File: src/rtl/multicycle_controller_if.sv
`default_nettype none
// ============================================================================
// Module   : multicycle_controller_if
// Brief    : Control/status bundle between the multicycle controller and datapath
// Revision : 1.0
// ============================================================================
interface multicycle_controller_if;
   logic [5:0] op;
   logic [5:0] funct;
   logic       zero;
   logic       mem_ready;
   logic       pc_en;
   logic       i_or_d;
   logic       ir_write;
   logic       ALU_src_a;
   logic [1:0] ALU_src_b;
   logic [2:0] ALU_control;
   logic [1:0] pc_src;
   logic       reg_dst;
   logic       mem_to_reg;
   logic       reg_write;
   logic       mem_write;
   logic       illegal_instr;
   logic       bus_error;
   logic [3:0] state;

   modport master (
      input  op, funct, zero, mem_ready,
      output pc_en, i_or_d, ir_write, ALU_src_a, ALU_src_b, ALU_control, pc_src,
             reg_dst, mem_to_reg, reg_write, mem_write, illegal_instr, bus_error, state
   );

   modport slave (
      output op, funct, zero, mem_ready,
      input  pc_en, i_or_d, ir_write, ALU_src_a, ALU_src_b, ALU_control, pc_src,
             reg_dst, mem_to_reg, reg_write, mem_write, illegal_instr, bus_error, state
   );
endinterface
`default_nettype wire

File: src/rtl/multicycle_controller.sv
`default_nettype none
// ============================================================================
// Module   : multicycle_controller
// Brief    : MIPS-style multicycle control FSM with memory-wait timeout trap
// Revision : 1.0
// ============================================================================
module multicycle_controller #(
   parameter int MEM_TIMEOUT = 255
) (
   input  wire logic               clk,
   input  wire logic               rst_n,
   multicycle_controller_if.master bus
);
   localparam logic [3:0] c_ST_FETCH    = 4'd0;
   localparam logic [3:0] c_ST_DECODE   = 4'd1;
   localparam logic [3:0] c_ST_MEMADR   = 4'd2;
   localparam logic [3:0] c_ST_MEMREAD  = 4'd3;
   localparam logic [3:0] c_ST_MEMWB    = 4'd4;
   localparam logic [3:0] c_ST_MEMWRITE = 4'd5;
   localparam logic [3:0] c_ST_EXECUTE  = 4'd6;
   localparam logic [3:0] c_ST_ALUWB    = 4'd7;
   localparam logic [3:0] c_ST_BRANCH   = 4'd8;
   localparam logic [3:0] c_ST_ADDIEX   = 4'd9;
   localparam logic [3:0] c_ST_ADDIWB   = 4'd10;
   localparam logic [3:0] c_ST_JUMP     = 4'd11;
   localparam logic [3:0] c_ST_TRAP     = 4'd12;

   localparam logic [5:0] c_OP_RTYPE = 6'b000000;
   localparam logic [5:0] c_OP_LW    = 6'b100011;
   localparam logic [5:0] c_OP_SW    = 6'b101011;
   localparam logic [5:0] c_OP_BEQ   = 6'b000100;
   localparam logic [5:0] c_OP_ADDI  = 6'b001000;
   localparam logic [5:0] c_OP_J     = 6'b000010;

   localparam logic [5:0] c_FN_ADD = 6'b100000;
   localparam logic [5:0] c_FN_SUB = 6'b100010;
   localparam logic [5:0] c_FN_AND = 6'b100100;
   localparam logic [5:0] c_FN_OR  = 6'b100101;
   localparam logic [5:0] c_FN_SLT = 6'b101010;

   localparam logic [2:0] c_ALU_ADD = 3'b010;
   localparam logic [2:0] c_ALU_SUB = 3'b110;
   localparam logic [2:0] c_ALU_AND = 3'b000;
   localparam logic [2:0] c_ALU_OR  = 3'b001;
   localparam logic [2:0] c_ALU_SLT = 3'b111;

   localparam logic [7:0] c_TIMEOUT = 8'(MEM_TIMEOUT);

   logic [3:0] r_state;
   logic [3:0] w_next;
   logic [7:0] r_wait_cnt;
   logic       r_cause_bus;
   logic       w_timeout;
   logic       w_funct_ok;

   assign w_timeout = (r_wait_cnt == c_TIMEOUT) && !bus.mem_ready;
   assign bus.state = r_state;

   always_comb begin
      case (bus.funct)
         c_FN_ADD, c_FN_SUB, c_FN_AND, c_FN_OR, c_FN_SLT: w_funct_ok = 1'b1;
         default:                                        w_funct_ok = 1'b0;
      endcase
   end

   always_ff @(posedge clk or negedge rst_n) begin
      if (!rst_n) begin
         r_state <= c_ST_FETCH;
      end else begin
         r_state <= w_next;
      end
   end

   // Only the three wait states ever stay put, so any state change is an entry that clears the count.
   always_ff @(posedge clk or negedge rst_n) begin
      if (!rst_n) begin
         r_wait_cnt  <= 8'd0;
         r_cause_bus <= 1'b0;
      end else begin
         r_wait_cnt <= (w_next == r_state) ? r_wait_cnt + 8'd1 : 8'd0;
         if (w_next == c_ST_TRAP) begin
            r_cause_bus <= (r_state != c_ST_DECODE);
         end
      end
   end

   always_comb begin
      w_next = c_ST_FETCH;
      case (r_state)
         c_ST_FETCH: begin
            if (bus.mem_ready)  w_next = c_ST_DECODE;
            else if (w_timeout) w_next = c_ST_TRAP;
            else                w_next = c_ST_FETCH;
         end
         c_ST_DECODE: begin
            case (bus.op)
               c_OP_LW, c_OP_SW: w_next = c_ST_MEMADR;
               c_OP_RTYPE:       w_next = w_funct_ok ? c_ST_EXECUTE : c_ST_TRAP;
               c_OP_BEQ:         w_next = c_ST_BRANCH;
               c_OP_ADDI:        w_next = c_ST_ADDIEX;
               c_OP_J:           w_next = c_ST_JUMP;
               default:          w_next = c_ST_TRAP;
            endcase
         end
         c_ST_MEMADR:  w_next = (bus.op == c_OP_SW) ? c_ST_MEMWRITE : c_ST_MEMREAD;
         c_ST_MEMREAD: begin
            if (bus.mem_ready)  w_next = c_ST_MEMWB;
            else if (w_timeout) w_next = c_ST_TRAP;
            else                w_next = c_ST_MEMREAD;
         end
         c_ST_MEMWRITE: begin
            if (bus.mem_ready)  w_next = c_ST_FETCH;
            else if (w_timeout) w_next = c_ST_TRAP;
            else                w_next = c_ST_MEMWRITE;
         end
         c_ST_EXECUTE: w_next = c_ST_ALUWB;
         c_ST_ADDIEX:  w_next = c_ST_ADDIWB;
         default:      w_next = c_ST_FETCH;
      endcase
   end

   always_comb begin
      bus.pc_en         = 1'b0;
      bus.i_or_d        = 1'b0;
      bus.ir_write      = 1'b0;
      bus.ALU_src_a     = 1'b0;
      bus.ALU_src_b     = 2'b00;
      bus.ALU_control   = 3'b000;
      bus.pc_src        = 2'b00;
      bus.reg_dst       = 1'b0;
      bus.mem_to_reg    = 1'b0;
      bus.reg_write     = 1'b0;
      bus.mem_write     = 1'b0;
      bus.illegal_instr = 1'b0;
      bus.bus_error     = 1'b0;
      case (r_state)
         c_ST_FETCH: begin
            bus.ALU_src_b   = 2'b01;
            bus.ALU_control = c_ALU_ADD;
            bus.pc_en       = bus.mem_ready;
            bus.ir_write    = bus.mem_ready;
         end
         c_ST_DECODE: begin
            bus.ALU_src_b   = 2'b11;
            bus.ALU_control = c_ALU_ADD;
         end
         c_ST_MEMADR, c_ST_ADDIEX: begin
            bus.ALU_src_a   = 1'b1;
            bus.ALU_src_b   = 2'b10;
            bus.ALU_control = c_ALU_ADD;
         end
         c_ST_MEMREAD: bus.i_or_d = 1'b1;
         c_ST_MEMWB: begin
            bus.mem_to_reg = 1'b1;
            bus.reg_write  = 1'b1;
         end
         c_ST_MEMWRITE: begin
            bus.i_or_d    = 1'b1;
            bus.mem_write = 1'b1;
         end
         c_ST_EXECUTE: begin
            bus.ALU_src_a = 1'b1;
            case (bus.funct)
               c_FN_SUB: bus.ALU_control = c_ALU_SUB;
               c_FN_AND: bus.ALU_control = c_ALU_AND;
               c_FN_OR:  bus.ALU_control = c_ALU_OR;
               c_FN_SLT: bus.ALU_control = c_ALU_SLT;
               default:  bus.ALU_control = c_ALU_ADD;
            endcase
         end
         c_ST_ALUWB: begin
            bus.reg_dst   = 1'b1;
            bus.reg_write = 1'b1;
         end
         c_ST_BRANCH: begin
            bus.ALU_src_a   = 1'b1;
            bus.ALU_control = c_ALU_SUB;
            bus.pc_src      = 2'b01;
            bus.pc_en       = bus.zero;
         end
         c_ST_ADDIWB: bus.reg_write = 1'b1;
         c_ST_JUMP: begin
            bus.pc_src = 2'b10;
            bus.pc_en  = 1'b1;
         end
         c_ST_TRAP: begin
            bus.illegal_instr = !r_cause_bus;
            bus.bus_error     = r_cause_bus;
         end
         default: ;
      endcase
      // Strobes must drop the instant reset asserts, even while FETCH sees mem_ready high.
      if (!rst_n) begin
         bus.pc_en         = 1'b0;
         bus.ir_write      = 1'b0;
         bus.reg_write     = 1'b0;
         bus.mem_write     = 1'b0;
         bus.illegal_instr = 1'b0;
         bus.bus_error     = 1'b0;
      end
   end
endmodule
`default_nettype wire

File: src/flat_wrapper.sv
// flat-port wrapper written by rule: the top's interface ports become plain ports
module multicycle_controller_flat 
#(
   parameter int MEM_TIMEOUT = 255
)
  (clk, rst_n, bus_op, bus_funct, bus_zero, bus_mem_ready, bus_pc_en, bus_i_or_d, bus_ir_write, bus_ALU_src_a, bus_ALU_src_b, bus_ALU_control, bus_pc_src, bus_reg_dst, bus_mem_to_reg, bus_reg_write, bus_mem_write, bus_illegal_instr, bus_bus_error, bus_state);
  multicycle_controller_if bus_i ();
  input  wire logic clk;
  input  wire logic rst_n;
  input wire logic [$bits(bus_i.op)-1:0] bus_op;
  input wire logic [$bits(bus_i.funct)-1:0] bus_funct;
  input wire logic [$bits(bus_i.zero)-1:0] bus_zero;
  input wire logic [$bits(bus_i.mem_ready)-1:0] bus_mem_ready;
  output wire logic [$bits(bus_i.pc_en)-1:0] bus_pc_en;
  output wire logic [$bits(bus_i.i_or_d)-1:0] bus_i_or_d;
  output wire logic [$bits(bus_i.ir_write)-1:0] bus_ir_write;
  output wire logic [$bits(bus_i.ALU_src_a)-1:0] bus_ALU_src_a;
  output wire logic [$bits(bus_i.ALU_src_b)-1:0] bus_ALU_src_b;
  output wire logic [$bits(bus_i.ALU_control)-1:0] bus_ALU_control;
  output wire logic [$bits(bus_i.pc_src)-1:0] bus_pc_src;
  output wire logic [$bits(bus_i.reg_dst)-1:0] bus_reg_dst;
  output wire logic [$bits(bus_i.mem_to_reg)-1:0] bus_mem_to_reg;
  output wire logic [$bits(bus_i.reg_write)-1:0] bus_reg_write;
  output wire logic [$bits(bus_i.mem_write)-1:0] bus_mem_write;
  output wire logic [$bits(bus_i.illegal_instr)-1:0] bus_illegal_instr;
  output wire logic [$bits(bus_i.bus_error)-1:0] bus_bus_error;
  output wire logic [$bits(bus_i.state)-1:0] bus_state;
  assign bus_i.op = bus_op;
  assign bus_i.funct = bus_funct;
  assign bus_i.zero = bus_zero;
  assign bus_i.mem_ready = bus_mem_ready;
  assign bus_pc_en = bus_i.pc_en;
  assign bus_i_or_d = bus_i.i_or_d;
  assign bus_ir_write = bus_i.ir_write;
  assign bus_ALU_src_a = bus_i.ALU_src_a;
  assign bus_ALU_src_b = bus_i.ALU_src_b;
  assign bus_ALU_control = bus_i.ALU_control;
  assign bus_pc_src = bus_i.pc_src;
  assign bus_reg_dst = bus_i.reg_dst;
  assign bus_mem_to_reg = bus_i.mem_to_reg;
  assign bus_reg_write = bus_i.reg_write;
  assign bus_mem_write = bus_i.mem_write;
  assign bus_illegal_instr = bus_i.illegal_instr;
  assign bus_bus_error = bus_i.bus_error;
  assign bus_state = bus_i.state;
  multicycle_controller #(.MEM_TIMEOUT(MEM_TIMEOUT)) u_core (.clk(clk), .rst_n(rst_n), .bus(bus_i));
endmodule
File: config.mk
export PLATFORM = sky130hd
export DESIGN_NAME = multicycle_controller_flat
export DESIGN_NICKNAME = d
export VERILOG_FILES = /design/src/rtl/multicycle_controller_if.sv /design/src/rtl/multicycle_controller.sv /design/src/flat_wrapper.sv
export SDC_FILE = /design/constraint.sdc
export NUM_CORES = 1
export LEC_CHECK = 0
export CAP_MARGIN = 0
export CORE_AREA = 2 2 56 58
export CTS_BUF_LIST = sky130_fd_sc_hd__clkbuf_4 sky130_fd_sc_hd__clkbuf_8
export CTS_CLUSTER_SIZE = 24
export DETAILED_ROUTE_END_ITERATION = 10
export DIE_AREA = 0 0 58 60
export GPL_ROUTABILITY_DRIVEN = 0
export PLACE_DENSITY = 0.76
export REMOVE_ABC_BUFFERS = 1
export SYNTH_ARGS = -nofsm -noshare
export SYNTH_HDL_FRONTEND = slang
export SYNTH_SLANG_ARGS = --single-unit
File: constraint.sdc
create_clock -name clk -period 3.75 [get_ports clk]
set_input_delay 0.5625 -clock clk [delete_from_list [all_inputs] [get_ports clk]]
set_output_delay 0.5625 -clock clk [all_outputs]
set_load 0.005 [all_outputs]
## After elaboration in Yosys (flattened, before gate mapping)

Index checks and enable logic that the tools add are counted.

| cells by class | value |
|---|---|
| reductions and logical operators | 12 |
| add/sub/neg operators | 1 |
| muxes and demuxes | 32 |
| equality and inequality tests | 26 |

Operators by type and width:

| kind | count |
|---|---|
| $eq A6 B6 Y1 const B | 7 |
| $mux W4 | 7 |
| $pmux W4 S7 | 1 |
| $eq A4 B4 Y1 const B | 6 |
| $pmux W4 S5 | 1 |
| $eq A4 B3 Y1 const B | 4 |
| $mux W1 | 16 |
| $pmux W3 S4 | 1 |
| $pmux W3 S3 | 1 |
| $add A8 B1 Y8 const B | 1 |
| $eq A4 B2 Y1 const B | 2 |
| $eq A8 B8 Y1 const B | 1 |
| $mux W8 | 1 |
| $reduce_or A4 Y1 | 2 |
| $eq A6 B2 Y1 const B | 1 |
| $eq A6 B3 Y1 const B | 1 |
| $eq A6 B4 Y1 const B | 1 |
| $logic_not A6 Y1 | 1 |
| $pmux W2 S3 | 1 |
| $reduce_or A2 Y1 | 3 |
| $reduce_or A5 Y1 | 1 |
| $eq A4 B1 Y1 const B | 1 |
| $eq A4 B4 Y1 | 1 |
| $logic_not A4 Y1 | 1 |
| 7 further kinds | 8 |

| storage, ports and cells | value |
|---|---|
| bits in registers | 13 |
| bits of input ports | 16 |
| word-level logic and storage cells | 74 |
| output and inout bits | 21 |

## Depth between registers and ports, before layout

| logic depth | value |
|---|---|
| word-level depth | 8 |
| gate-level depth with buffers | 7 |
| mapped depth without buffers | 6 |

## Worst setup path after synthesis

No wires, ideal clock.

| timing | value |
|---|---|
| path kind | input to register |
| start | input bus_op[2] |
| end | register u_core.r_state[3], in the netlist u_core.bus.state[3] |
| data required time | 3626 ps |
| cell stages on the path | 5 |
| arrival time | 1784 ps |
| slack | 1841 ps |
| cell sequence | or2_0 clkbuf_1 o41ai_1 a21boi_0 or2_1 |

| on the way | value |
|---|---|
| cells in the longest elaborated chain, start to end | 4 |
| elaborated cells on any way between the ends | 9 |
| classes of those cells | eq/ne: 5; mux: 2; reduce/logical: 2 |

RTL lines:

| item | line | text |
|---|---|---|
| from (decl) | flat_wrapper.sv:10 | `input wire logic [$bits(bus_i.op)-1:0] bus_op;` |
| $eq A6 B6 Y1 | multicycle_controller.sv:96 | `case (bus.op)` |
| $reduce_or A2 Y1 | multicycle_controller.sv:96 |  |
| $pmux W4 S5 * | multicycle_controller.sv:96 |  |
| $pmux W4 S7 * | multicycle_controller.sv:89 | `case (r_state)` |
| via u_core.w_next[3] | multicycle_controller.sv:50 | `logic [3:0] w_next;` |
| to (signal assigned) | multicycle_controller.sv:68 | `r_state <= c_ST_FETCH;` |
| to (signal assigned) | multicycle_controller.sv:70 | `r_state <= w_next;` |
| to (decl) | multicycle_controller.sv:49 | `logic [3:0] r_state;` |

Mark *: on every way through the listed nets, which the timed path passes. The rest lies on a longest branch.
A chain may end at the register's enable or synchronous reset.

## Worst setup path after layout

| timing | value |
|---|---|
| start | register u_core.r_state[0], in the netlist u_core.bus.state[0] |
| end | output bus_reg_write |

| on the way | value |
|---|---|
| cells in the longest elaborated chain, start to end | 4 |
| elaborated cells on any way between the ends | 6 |
| classes of those cells | eq/ne: 3; mux: 2; reduce/logical: 1 |

RTL lines:

| item | line | text |
|---|---|---|
| $eq A4 B3 Y1 / $eq A4 B4 Y1 (equally long branches) | multicycle_controller.sv:136 | `case (r_state)` |
| $reduce_or A3 Y1 (no line) * | - |  |
| $mux W1 * | multicycle_controller.sv:136 |  |
| $mux W1 * | multicycle_controller.sv:193 | `if (!rst_n) begin` |
| to (decl) | flat_wrapper.sv:23 | `output wire logic [$bits(bus_i.reg_write)-1:0] bus_reg_write;` |

Mark *: on every way between the ends. The rest lies on a longest branch, timed or not.

==> results.md <==
- Skew final: 0.00158 ns
- CTS resizes: 0
- CTS Hold Bufs: 0
- Router iterations before antenna repair: 4
- List of most frequent post-synthesis cells: 17 x nor2_1, 13 x dfrtp_1, 11 x nor3_1, 10 x nand2_1, 9 x inv_1
- Max-cap violations: 0
- CP startpoint: u_core.bus.state[0]$_DFF_PN0_
- Largest net degree at the start of global routing: 21
- Type of the most critical hold path: reg -> reg
- Lkg Pwr: between 0.6 and 0.7 nW
- Post-synthesis instance total: 156
- Site Rows: 20
- Filler Cell Count: 290
- RSZ-0062 raised after global routing: false
- Post-synth cell types: 51
- Critical R2R Capture: u_core.r_wait_cnt[3]$_DFF_PN0_
- Hold Crit Depth: 1
- CP max FO: 20
- FF+latch count, synth: 13
- Vias in the first global route: 1231
- Count leader, synth: nor2_1
- Die Width: a little under 60 um
- Post-route DRC: 0
- Cell Count, Final, Fillers Out: 222
- Ys Warns: 0
- Sink Count: 13
- Setup violators final: 0
- Clock buffer depth: 2
- Area leader, netlist: dfrtp_1
- Clock Latency Late Sink: approximately 0.27 ns
- Min Clock Period, post-route: 2.83 ns
- CTS clk-pin slew, worst paths: around 0.08 ns
- Final HPWL DP: 2590 um
- Diode count: 0
- CTS H-tree depth: 1
- Post-route ant nets: 0
- DRT iter0 DRCs: 82
- Endpoint class of the critical path: output port
- Total core area: 2900 um2
- Die Ht: around 60 um
- Critical Path RT: 3.19 ns
- Reg2Reg Depth: 5
- DR vias/cell: 5.86
- CP Launch Type: flop
- Via count: 1302
- Final Hold Fails: 0
- Top post-synthesis cells by area: dfrtp_1 27%, nor2_1 5.3%, nor3_1 4.6%
- EDFF count, synth: 0
- Initial core utilization: roughly 41%
- Total Wirelength: between 3000 and 4000 um
- Clock root buffer: clkbuf_4
- Register area share after synthesis: 27.0%
- Num CTS Buffers: 3
- Power per cell area: 524 nW/um2
- Top-area cell type share of the netlist area: 27.0%
- Area growth, synth to finish: 33.1%
- CTS tree: done
- Outcome: complete, no violations
- Slew headroom: 55.4%
- Layout cells sized above 1: 6.88%
- Syn_area_per_cell: 7.72 um2
- Count of final max-slew check failures: 0
- Worst setup path class: reg -> out
- Setup TNS: 0 ns
- First-pass GRT wire length: 5510 um
- Final period util: between 70% and 80%
- Worst-Margin Slew: 0.670 ns
- Mapped Area: 1200 um2
- Top_reg_cell synth: dfrtp_1
- Total Routing Usage GR: 20.3%
- Fmax: around 350 MHz
- Setup bufs post-CTS: 0
- Initial antenna violation count: 0
- R2r startpoint: u_core.bus.state[1]$_DFF_PN0_
- Final #Nets: ~210
- Synth async-reset ratio: 100%
- Hold Slack: 0.482 ns
- Die area: roughly 3500 um2
- Hold path startpoint: u_core.r_wait_cnt[0]$_DFF_PN0_
- Global route total overflow: 0
- IO Pins: 37
- Peak supply drop: about 0.28 mV
- Port Buffer Count: 36
- Routed length per instance: between 15 and 20 um
- WHS Endpoint: u_core.r_wait_cnt[0]$_DFF_PN0_
- R2R Setup Slk: ~1.5 ns
- Post-Place Cells: 218
- Arrival time at the worst endpoint: 2.27 ns
==> cell families after synthesis <==
group	count (synthesis)	share of synthesized area [%]
and+or+nand+nor	81	36.8
adders and majority gates	2	1.87
muxes	1	0.935
xor gates and xnor gates	8	5.82
DFF	13	27.0
buffers and inverters	17	6.24
AOI/OAI and AO/OA	34	21.3
==> per-layer routing <==
layer	vias to the layer above	track usage (%)	wire length (um)
li1	641	-	-
met1	602	25.4	1460
met2	54	35.2	1680
met3	5	3.46	214
met4	0	6.98	41
met5	-	0	0
==> flip-flops by register name, summed over array words and instances (netlist names) <==
name and count:
u_core.bus.state 4, u_core.r_cause_bus 1, u_core.r_wait_cnt 8
==> cell type report <==
type / instances / area (um2) / share of cell area [%]
Multi-Input combinational cell: 126 / 803 / 50.2
Inverter: 9 / 33.8 / 2.11
Tap cell: 33 / 41.3 / 2.58
Clock buffer: 4 / 30.0 / 1.87
Timing Repair Buffer: 37 / 368 / 23.0
Sequential cell: 13 / 325 / 20.3
==> metrics by stage <==
step                power [mW]  instance area [um2]  setup WS, ns  util, %
global route             0.905                 1600         0.744     55.2
finish                   0.839                 1600         0.916     55.2
detailed placement       0.742                 1570         0.962     54.1
global placement         0.731                 1570          1.02     54.1
floorplan                0.507                 1160          1.86        -
CTS                      0.839                 1600         0.933     55.2
==> report_power, final <==
group	leakage, nW	internal (mW)	total, mW	switching [mW]
registers	0.177	0.163	0.255	0.0917
clock network	0.0184	0.0485	0.0944	0.0459
logic	0.408	0.258	0.490	0.231
==> cells in the final DEF (no fill, tap or decap), types with 5 or more instances in the layout <==
master	instances
inv_1	9
nand4_1	5
clkdlybuf4s50_1	36
nand2_1	10
nor3_1	11
o21ai_0	5
nand3_1	7
xor2_1	5
a21oi_1	7
dfrtp_1	13
nor2_1	17
nor2b_1	5
==> how the worst max path moves through the flow <==
stage	end	slack [ns]
2_1_floorplan	u_core.bus.state[3]$_DFF_PN0_	1.86
3_3_place_gp	bus_ALU_control[0]	1.02
3_5_place_dp	bus_ALU_control[0]	0.96
4_1_cts	bus_reg_write	0.93
5_1_grt	bus_reg_write	0.74
6_report	bus_reg_write	0.92
==> worst max-delay path, stage by stage, from the launching register on <==
cell             delay [ns]
dfrtp_1                0.60
nor2_1                 0.37
inv_1                  0.14
nor2_1                 0.18
a21oi_1                0.06
nor2b_1                0.13
clkdlybuf4s50_1        0.50
Power figures use the tool's default switching activity.
